<file path="src/rtl/xm23_display_pkg.sv">
// Shared types and constants for the XM23 cycle-count seven-segment display.
package xm23_display_pkg;

    typedef enum logic [1:0] {
        DISP_IDLE,
        DISP_LOAD,
        DISP_SHIFT,
        DISP_COMMIT
    } disp_state_t;

    // Active-low segment patterns, bit0=a .. bit6=g.
    localparam logic [6:0] SEG_BLANK = 7'b1111111;
    localparam logic [6:0] SEG_DASH  = 7'b0111111;

    localparam logic [6:0] SEG_DIGIT [0:9] = '{
        7'b1000000,  // 0
        7'b1111001,  // 1
        7'b0100100,  // 2
        7'b0110000,  // 3
        7'b0011001,  // 4
        7'b0010010,  // 5
        7'b0000010,  // 6
        7'b1111000,  // 7
        7'b0000000,  // 8
        7'b0010000   // 9
    };

    // Double-dabble correction: a BCD nibble of 5 or more would exceed 9 after
    // the next doubling, so it is pre-biased by 3.
    function automatic logic [3:0] add3_if_ge5(input logic [3:0] nibble);
        return (nibble >= 4'd5) ? (nibble + 4'd3) : nibble;
    endfunction

endpackage

</file>
<file path="src/rtl/seg7_digit_encode.sv">
// Combinational BCD digit to active-low seven-segment encoder.
// Priority: dash > blank > digit table. Codes above 9 are shown blank.
module seg7_digit_encode
    import xm23_display_pkg::*;
(
    input  logic [3:0] bcd,
    input  logic       blank,
    input  logic       dash,
    output logic [6:0] seg
);

    // Select dash, blank or the table entry for this digit.
    always_comb begin
        seg = SEG_BLANK;
        if (dash) begin
            seg = SEG_DASH;
        end else if (!blank) begin
            for (int unsigned i = 0; i < 10; i++) begin
                if (bcd == 4'(i)) begin
                    seg = SEG_DIGIT[i];
                end
            end
        end
    end

endmodule

</file>
<file path="src/rtl/cycle_count_display.sv">
// Sequential binary-to-BCD converter and multi-digit seven-segment driver for
// the XM23 global cycle counter. A sample is taken in LOAD, converted by
// shift-add-3 over BIN_W cycles, then committed to the display registers in
// one step so the digits never show a partial result.
module cycle_count_display
    import xm23_display_pkg::*;
#(
    parameter int unsigned BIN_W         = 27,
    parameter int unsigned DIGITS        = 8,
    parameter bit          BLANK_LEADING = 1'b1
) (
    input  logic                   clk_in,
    input  logic                   init,
    input  logic [BIN_W-1:0]       binary_in,
    input  logic                   freeze,
    output logic [DIGITS-1:0][6:0] segments,
    output logic                   busy,
    output logic                   done,
    output logic                   overflow
);

    // One extra BCD digit above the displayed ones detects overflow.
    localparam int unsigned BCD_W    = 4 * (DIGITS + 1);
    localparam logic [4:0]  CNT_LAST = 5'(BIN_W - 1);

    disp_state_t              state_q, state_d;
    logic [4:0]               cnt_q, cnt_d;
    logic [BIN_W-1:0]         bin_q, bin_d;
    logic [BCD_W-1:0]         bcd_q, bcd_d;
    logic                     carry_q, carry_d;
    logic [DIGITS-1:0][3:0]   disp_q, disp_d;
    logic                     ovf_q, ovf_d;
    logic                     done_q, done_d;

    logic [BCD_W-1:0]         bcd_adj;
    logic [BCD_W-1:0]         bcd_step;
    logic [DIGITS-1:0]        blank_mask;
    logic                     upper_zero;

    // Apply the add-3 correction to every nibble, then double with the binary MSB shifted in.
    always_comb begin
        bcd_adj = bcd_q;
        for (int unsigned i = 0; i <= DIGITS; i++) begin
            bcd_adj[4*i +: 4] = add3_if_ge5(bcd_q[4*i +: 4]);
        end
        bcd_step = {bcd_adj[BCD_W-2:0], bin_q[BIN_W-1]};
    end

    // Next-state logic for the conversion FSM and its datapath registers.
    always_comb begin
        state_d = state_q;
        cnt_d   = cnt_q;
        bin_d   = bin_q;
        bcd_d   = bcd_q;
        carry_d = carry_q;
        disp_d  = disp_q;
        ovf_d   = ovf_q;
        done_d  = 1'b0;

        unique case (state_q)
            DISP_IDLE: begin
                if (!freeze) begin
                    state_d = DISP_LOAD;
                end
            end
            DISP_LOAD: begin
                bin_d   = binary_in;
                bcd_d   = '0;
                carry_d = 1'b0;
                cnt_d   = '0;
                state_d = DISP_SHIFT;
            end
            DISP_SHIFT: begin
                bcd_d   = bcd_step;
                bin_d   = {bin_q[BIN_W-2:0], 1'b0};
                // A bit falling off the top BCD digit can only occur if BIN_W
                // outgrows DIGITS+1 decimal digits; keep it as sticky overflow.
                carry_d = carry_q | bcd_adj[BCD_W-1];
                if (cnt_q == CNT_LAST) begin
                    cnt_d   = '0;
                    state_d = DISP_COMMIT;
                end else begin
                    cnt_d = cnt_q + 5'd1;
                end
            end
            DISP_COMMIT: begin
                disp_d  = bcd_q[4*DIGITS-1:0];
                ovf_d   = carry_q | (bcd_q[BCD_W-1 -: 4] != 4'd0);
                // done is registered with the display so it marks the first
                // cycle in which the new digits are visible.
                done_d  = 1'b1;
                state_d = DISP_IDLE;
            end
            default: begin
                state_d = DISP_IDLE;
            end
        endcase
    end

    // State and datapath registers; init aborts any conversion in flight.
    always_ff @(posedge clk_in or posedge init) begin
        if (init) begin
            state_q <= DISP_IDLE;
            cnt_q   <= '0;
            bin_q   <= '0;
            bcd_q   <= '0;
            carry_q <= 1'b0;
            disp_q  <= '0;
            ovf_q   <= 1'b0;
            done_q  <= 1'b0;
        end else begin
            state_q <= state_d;
            cnt_q   <= cnt_d;
            bin_q   <= bin_d;
            bcd_q   <= bcd_d;
            carry_q <= carry_d;
            disp_q  <= disp_d;
            ovf_q   <= ovf_d;
            done_q  <= done_d;
        end
    end

    // Leading-zero mask: digit k blanks when it and every digit above it are zero.
    always_comb begin
        blank_mask = '0;
        upper_zero = 1'b1;
        for (int unsigned k = DIGITS - 1; k >= 1; k--) begin
            upper_zero    = upper_zero & (disp_q[k] == 4'd0);
            blank_mask[k] = BLANK_LEADING & upper_zero;
        end
    end

    for (genvar g = 0; g < DIGITS; g++) begin : g_digit
        seg7_digit_encode u_enc (
            .bcd   (disp_q[g]),
            .blank (blank_mask[g]),
            .dash  (ovf_q),
            .seg   (segments[g])
        );
    end

    assign busy     = (state_q == DISP_LOAD) || (state_q == DISP_SHIFT);
    assign done     = done_q;
    assign overflow = ovf_q;

endmodule
</file>
<file path="config.mk">
export PLATFORM = sky130hd
export DESIGN_NAME = cycle_count_display
export DESIGN_NICKNAME = d
export VERILOG_FILES = /design/src/rtl/xm23_display_pkg.sv /design/src/rtl/seg7_digit_encode.sv /design/src/rtl/cycle_count_display.sv
export SDC_FILE = /design/constraint.sdc
export NUM_CORES = 1
export LEC_CHECK = 0
export ABC_AREA = 1
export BUFFER_PORTS_ARGS = -buffer_cell sky130_fd_sc_hd__buf_2
export CORE_ASPECT_RATIO = 1.2
export CORE_MARGIN = 4
export CORE_UTILIZATION = 58
export CTS_BUF_LIST = sky130_fd_sc_hd__clkbuf_16
export DETAILED_ROUTE_END_ITERATION = 10
export PLACE_DENSITY = 0.81
export SYNTH_ARGS = -nofsm -noshare
export SYNTH_HDL_FRONTEND = slang
export SYNTH_SLANG_ARGS = --single-unit
</file>
<file path="constraint.sdc">
create_clock -name clk_in -period 3.8 [get_ports clk_in]
set_clock_uncertainty 0.2 [all_clocks]
set_input_delay 0.57 -clock clk_in [delete_from_list [all_inputs] [get_ports clk_in]]
set_output_delay 0.57 -clock clk_in [all_outputs]
set_load 0.05 [all_outputs]
</file>
==> impl_metrics.yaml, run 1 <==
outcome:
  status: "completed"
detailed_routing:
  dr.pass1.iters: 4
  drc_errors: 0
  drtIter0Drc: 364
  vias_per_cell: 5.59
  num_vias: 5753
  ant_nets: 0
  wire_per_inst_um: 13.2
  wl_um: 13500
worst_setup_path:
  critPathSlowestCell: "clkinv_1"
  critPathKind: "reg2out"
  reg2reg_depth: 8
  worst_r2r_endpoint: "bin_q[17]"
  crit_chain: "buf_4 > clkinv_1 > o21ai_1 > inv_1 > nand2_1 > buf_2"
  crit_fanout: 27
  critical_path.startpoint_type: "register"
  cp.arrival_ns: 2.25
  crit_path_end_kind: "primary output"
  cp.required_ns: 3.03
  cpPeakStageDelay_ns: 0.59
  reg2reg_setup_slack_ns: 1.13
  rr_startpoint: "state_q[1]"
placement:
  dp_slack_ns: 1.15
  portBuffers: 88
  dp.cells: 1013
  dp_hpwl_um: 9750
  place_congestion: 0.933
grt:
  overflow: 0
  grt_pass1_vias: 5421
  antenna_found_initial: 0
  grt_pass1_wl_um: 23500
  grt_start_max_net_pins: 106
  grtUsageTotal_pct: 22.7
yosys:
  synth_edf_count: 0
  synthesis.nets: 874
  ys.flop_type: "dfrtp_1"
  async_reset_ff_share_pct: 100
  seq_area_frac_synth_pct: 42.6
  netlist_area_sq_mm: 0.00617
  syn_inst: 819
  yosys_warnings: 0
  synth_cell_types: 36
  ys_seq_elements: 105
  syn_avg_cell_area_sq_um: 7.53
pwr:
  leakage_nw: 3.36
  pwr_density_cell_mw_per_mm2: 753
  vdd_drop_max_v: 0.000483
final_layout:
  diodes: 0
  area_delta_synth_final_pct: 14.0
  layout-drive-gt1-share_pct: 14.3
  fin_cells: 1029
  fin_nets: 953
  final_util_pct: 68.8
sta:
  fmaxAchievable_mhz: 331
  worst_pin_slew_ns: 1.00
  drv_slew: 0
  setup_violations: 0
  setup_ws_ns: 0.783
  min_period_ns: 3.02
  rsz0062_at_grt: "false"
  hold_violations: 0
  slew_headroom_pct: 33.3
  fin_crit_sh_pct: 79.4
  tns_ns: 0
floorplan:
  die_x_um: 102
  initial_core_util_pct: 60.4
  die_h_um: 121
  io_pins: 89
  core_sq_mm: 0.0102
  rows: 40
  dieArea_sq_mm: 0.0124
cts:
  post_cts.repair.setup_buffers: 0
  tritoncts: "built"
  ctsHoldBuffers: 0
  ctsResizeCount: 0
  cts_made_buffers: 9
  worstSkewPairLatency_ns: 0.33
  h-tree-depth: 3
  clk_path_buf_depth: 2
  clock_sinks: 105
  path_clk_slew_ns: 0.07
  cts_root_buf: "clkbuf_16"
worst_hold_path:
  hold_class: "in2async"
run:
  drv_cap: 0
## worst max-delay path: cells and delay by family (launching register included)
kind	cells	cell delay (ns)
buffers and inverters	4	1.19
and+or+nand+nor	1	0.08
AOI/OAI and AO/OA	1	0.31
DFF	1	0.32
## sequential cells by signal, summed over array words and instances (netlist names)
signal and flops:
bcd_q 36, bin_q 27, carry_q 1, cnt_q 5
disp_q 32, done 1, overflow 1, state_q 2
## Yosys cell counts (2+ instances only)
master / instances / area (sq um)
xor2_1: 10 / 87.6
nand3_2: 2 / 20.0
ha_1: 25 / 313
nor3_1: 19 / 95.1
o221ai_1: 24 / 210
dfrtp_1: 105 / 2630
o22ai_1: 21 / 131
nand2_1: 169 / 634
o21ai_0: 127 / 636
o2111ai_1: 2 / 17.5
nand2_2: 2 / 12.5
or2_2: 6 / 37.5
o31ai_1: 5 / 37.5
a31oi_1: 2 / 12.5
buf_2: 6 / 30.0
nor2_2: 3 / 18.8
clkbuf_1: 18 / 67.6
nand4_1: 5 / 31.3
nor2_4: 3 / 33.8
nor2_1: 71 / 267
nand3_1: 22 / 110
inv_1: 124 / 465
inv_2: 3 / 11.3
a21oi_1: 31 / 155
o211ai_1: 3 / 22.5
## cell usage in the layout, fill, tap and decap left out, types with 19 or more instances in the layout
cell type and instances:
ha_1 23, nand2_1 169, o221ai_1 24, nor2_1 71
o22ai_1 21, o21ai_0 127, a21oi_1 31, inv_1 124
buf_2 88, dfrtp_1 105, nand3_1 22, nor3_1 19
## worst max-delay path by stage
stage | startpoint | endpoint | slack, ns | depth (start not counted)
3_3_place_gp | overflow | segments[25] | 1.23 | 6
2_1_floorplan | init | bcd_q[0] | 0.27 | 1
4_1_cts | overflow | segments[25] | 0.78 | 6
6_report | overflow | segments[21] | 0.78 | 6
3_5_place_dp | overflow | segments[21] | 1.15 | 6
5_1_grt | overflow | segments[21] | 0.62 | 6
## where the power goes
group	internal, W	leakage, nW	switching, W	total (W)
Combinational	0.000683	1.79	0.00223	0.00291
Sequential	0.00133	1.41	0.0000966	0.00142
Clock	0.000571	0.158	0.000387	0.000958
Total	0.00258	3.36	0.00271	0.00530
## layout make-up
type,count,area [sq um]
Clock buffer,9,225
Fill cell,844,3180
Multi-Input combinational cell,561,2960
Sequential cell,105,2630
Clock inverter,7,86.3
Tap cell,126,158
Inverter,128,483
Timing Repair Buffer,93,490
## through the flow
stage                     hold WS, ns  power, W  instance area, sq um
after CTS                       0.194   0.00532                  7030
after floorplan                 0.253   0.00377                  6170
after global routing            0.204   0.00563                  7030
after global placement          0.296   0.00429                  6720
after detailed placement        0.285   0.00436                  6720
final                           0.140   0.00530                  7030
## metal layers
layer  global-route usage, %  share of wire [%]  routed length [um]
met4                    6.81                1.3                 181
met2                    39.5                 49                6630
met3                    2.36                5.4                 736
met5                       0                  0                   0
met1                    29.7                 44                5980
## cells by family after synthesis
logic type / synth area share (%)
compound gates: 20.6
xor+xnor: 1.56
fa+ha+maj: 5.07
buf+inv: 9.50
simple gates: 20.7
flops: 42.6
Note: power is estimated with default switching activity, not from simulation.
==> run 2: changes to the inputs <==
Clock period 3.8 ns to 3 ns, I/O delays scaled along.
==> run 2 against run 1 <==
Net effect: non-clock buffer count is 5 higher; global-route usage is 0.83 points higher; final cell count is 0.49% higher.
==> impl_metrics.yaml, run 2 (synthesis gave the netlist of run 1 again) <==
pwr:
  swShare_pct: 52.6
  vdd_drop_max_v: 0.000603
  pwr_density_cell_mw_per_mm2: 938
  combPwrFrac_pct: 56.8
  p_int_w: 0.00312
  leakage_nw: 3.36
  pwr-share-clk_pct: 15.8
  seq_power_share_pct: 27.4
  switchingPower_w: 0.00346
grt:
  grt_pass1_wl_um: 24100
  grt_start_max_net_pins: 68
  grtUsageTotal_pct: 23.6
  antenna_found_initial: 0
  overflow: 0
  grt_pass1_vias: 5574
final_layout:
  layout-drive-gt1-share_pct: 14.4
  layout_commonest_cell: "nand2_1"
  final_util_pct: 68.8
  diodes: 0
  area_delta_synth_final_pct: 13.9
  final_cell_mix: "169 x nand2_1, 127 x o21ai_0, 126 x inv_1, 105 x dfrtp_1, 88 x buf_2"
  largest_reg_flops: 36
  top_register: "bcd_q"
  fin_nets: 958
  reg_top3: "bcd_q (36), disp_q (32), bin_q (27)"
  fillers: 856
placement:
  place_congestion: 1.01
  dp_hpwl_um: 10200
  portBuffers: 88
run:
  drv_cap: 0
worst_setup_path:
  worst_r2r_endpoint: "bcd_q[3]"
  crit_fanout: 6
  cp_num_buf_inv: 1
  cpLargestDelayFamily: "simple AND/OR/NAND/NOR gates"
  critPathKind: "reg2out"
  reg2reg_depth: 6
  critical_path.startpoint_type: "register"
  crit_chain: "nor2_1 > nand2_2 > nor2_4 > nand3_2 > nor2_4 > nand3_2 > nand3_1 > buf_2"
  critPathSlowestCell: "dfrtp_1"
  cp.required_ns: 2.35
  cp.arrival_ns: 2.01
  rr_startpoint: "state_q[1]"
  cpPeakStageDelay_ns: 0.43
  crit_path_end_kind: "primary output"
  reg2reg_setup_slack_ns: 0.80
floorplan:
  die_x_um: 102
  initial_core_util_pct: 60.4
  core_sq_mm: 0.0102
  die_h_um: 121
  dieArea_sq_mm: 0.0124
  io_pins: 89
  rows: 40
cts:
  post_cts.repair.setup_buffers: 0
  cts_made_buffers: 9
  ctsHoldBuffers: 1
  cts_root_buf: "clkbuf_16"
  clk_path_buf_depth: 2
  clock_sinks: 105
  h-tree-depth: 3
  ctsResizeCount: 0
  worstSkewPairLatency_ns: 0.35
  tritoncts: "built"
  path_clk_slew_ns: 0.07
worst_hold_path:
  hold_class: "in2reg"
  min_from: "binary_in[6]"
  hold-path-cell-count: 3
  holdPathEnd: "bin_q[6]"
sta:
  setup_violations: 0
  slew_headroom_pct: 32.5
  tns_ns: 0
  drv_slew: 0
  fin_crit_sh_pct: 88.6
  fmaxAchievable_mhz: 376
  min_period_ns: 2.66
  hold_violations: 0
  rsz0062_at_grt: "false"
  worst_pin_slew_ns: 1.01
outcome:
  status: "completed"
detailed_routing:
  dr.pass1.iters: 5
  wl_um: 13900
  ant_nets: 0
  vias_per_cell: 5.59
  drtIter0Drc: 370
  wire_per_inst_um: 13.5
  num_vias: 5777
  drc_errors: 0
run 2: worst max path at each step:
stage | slack (ns) | endpoint | startpoint | cells past startpoint
global placement | 0.77 | segments[7] | disp_q[27] | 8
detailed placement | 0.72 | segments[7] | disp_q[27] | 8
global route | 0.22 | segments[12] | disp_q[27] | 8
floorplan | 0.30 | segments[48] | overflow | 2
CTS | 0.33 | segments[7] | disp_q[27] | 8
finish | 0.34 | segments[7] | disp_q[27] | 8
run 2: metrics by stage:
stage | hold WS (ns) | std cells | worst slack, ns | cell area [sq um] | power [W]
3_5_place_dp | 0.281 | 1017 | 0.721 | 6750 | 0.00558
5_1_grt | 0.117 | 1034 | 0.216 | 7020 | 0.00701
4_1_cts | 0.105 | 1034 | 0.332 | 7020 | 0.00663
2_1_floorplan | 0.253 | 819 | 0.296 | 6180 | 0.00478
3_3_place_gp | 0.275 | 1017 | 0.770 | 6750 | 0.00548
6_report | 0.109 | 1034 | 0.341 | 7020 | 0.00658
run 2: final cells by class:
type | instances | area [sq um] | area share, %
clock buffers | 9 | 225 | 3.21
clock inverters | 7 | 31.3 | 0.446
inverters | 128 | 484 | 6.90
multi-input cells | 561 | 2960 | 42.2
flip-flops and latches | 105 | 2630 | 37.4
well taps | 126 | 158 | 2.25
repair buffers | 98 | 531 | 7.56
run 2: power by group through the flow:
stage	Sequential (W)	Clock [W]	Combinational [W]
2_1_floorplan	0.00185	0	0.00293
3_3_place_gp	0.00182	0	0.00366
3_5_place_dp	0.00183	0	0.00375
4_1_cts	0.00180	0.00105	0.00377
5_1_grt	0.00183	0.00112	0.00406
6_report	0.00180	0.00104	0.00374
run 2: metal layers:
metal | up-vias | share of wire, % | global-route usage (%)
li1 | 2882 | - | -
met1 | 2693 | 44 | 30.5
met2 | 179 | 48 | 39.8
met3 | 23 | 5.3 | 2.47
met4 | 0 | 2.0 | 10.0
met5 | - | 0 | 0
run 2: worst reg2reg max path, stage by stage (launching register included):
cell	delay (ns)
dfrtp_1	0.42
inv_1	0.10
ha_2	0.38
nand2_1	0.07
inv_1	0.52
o21ai_0	0.22
o22ai_1	0.21
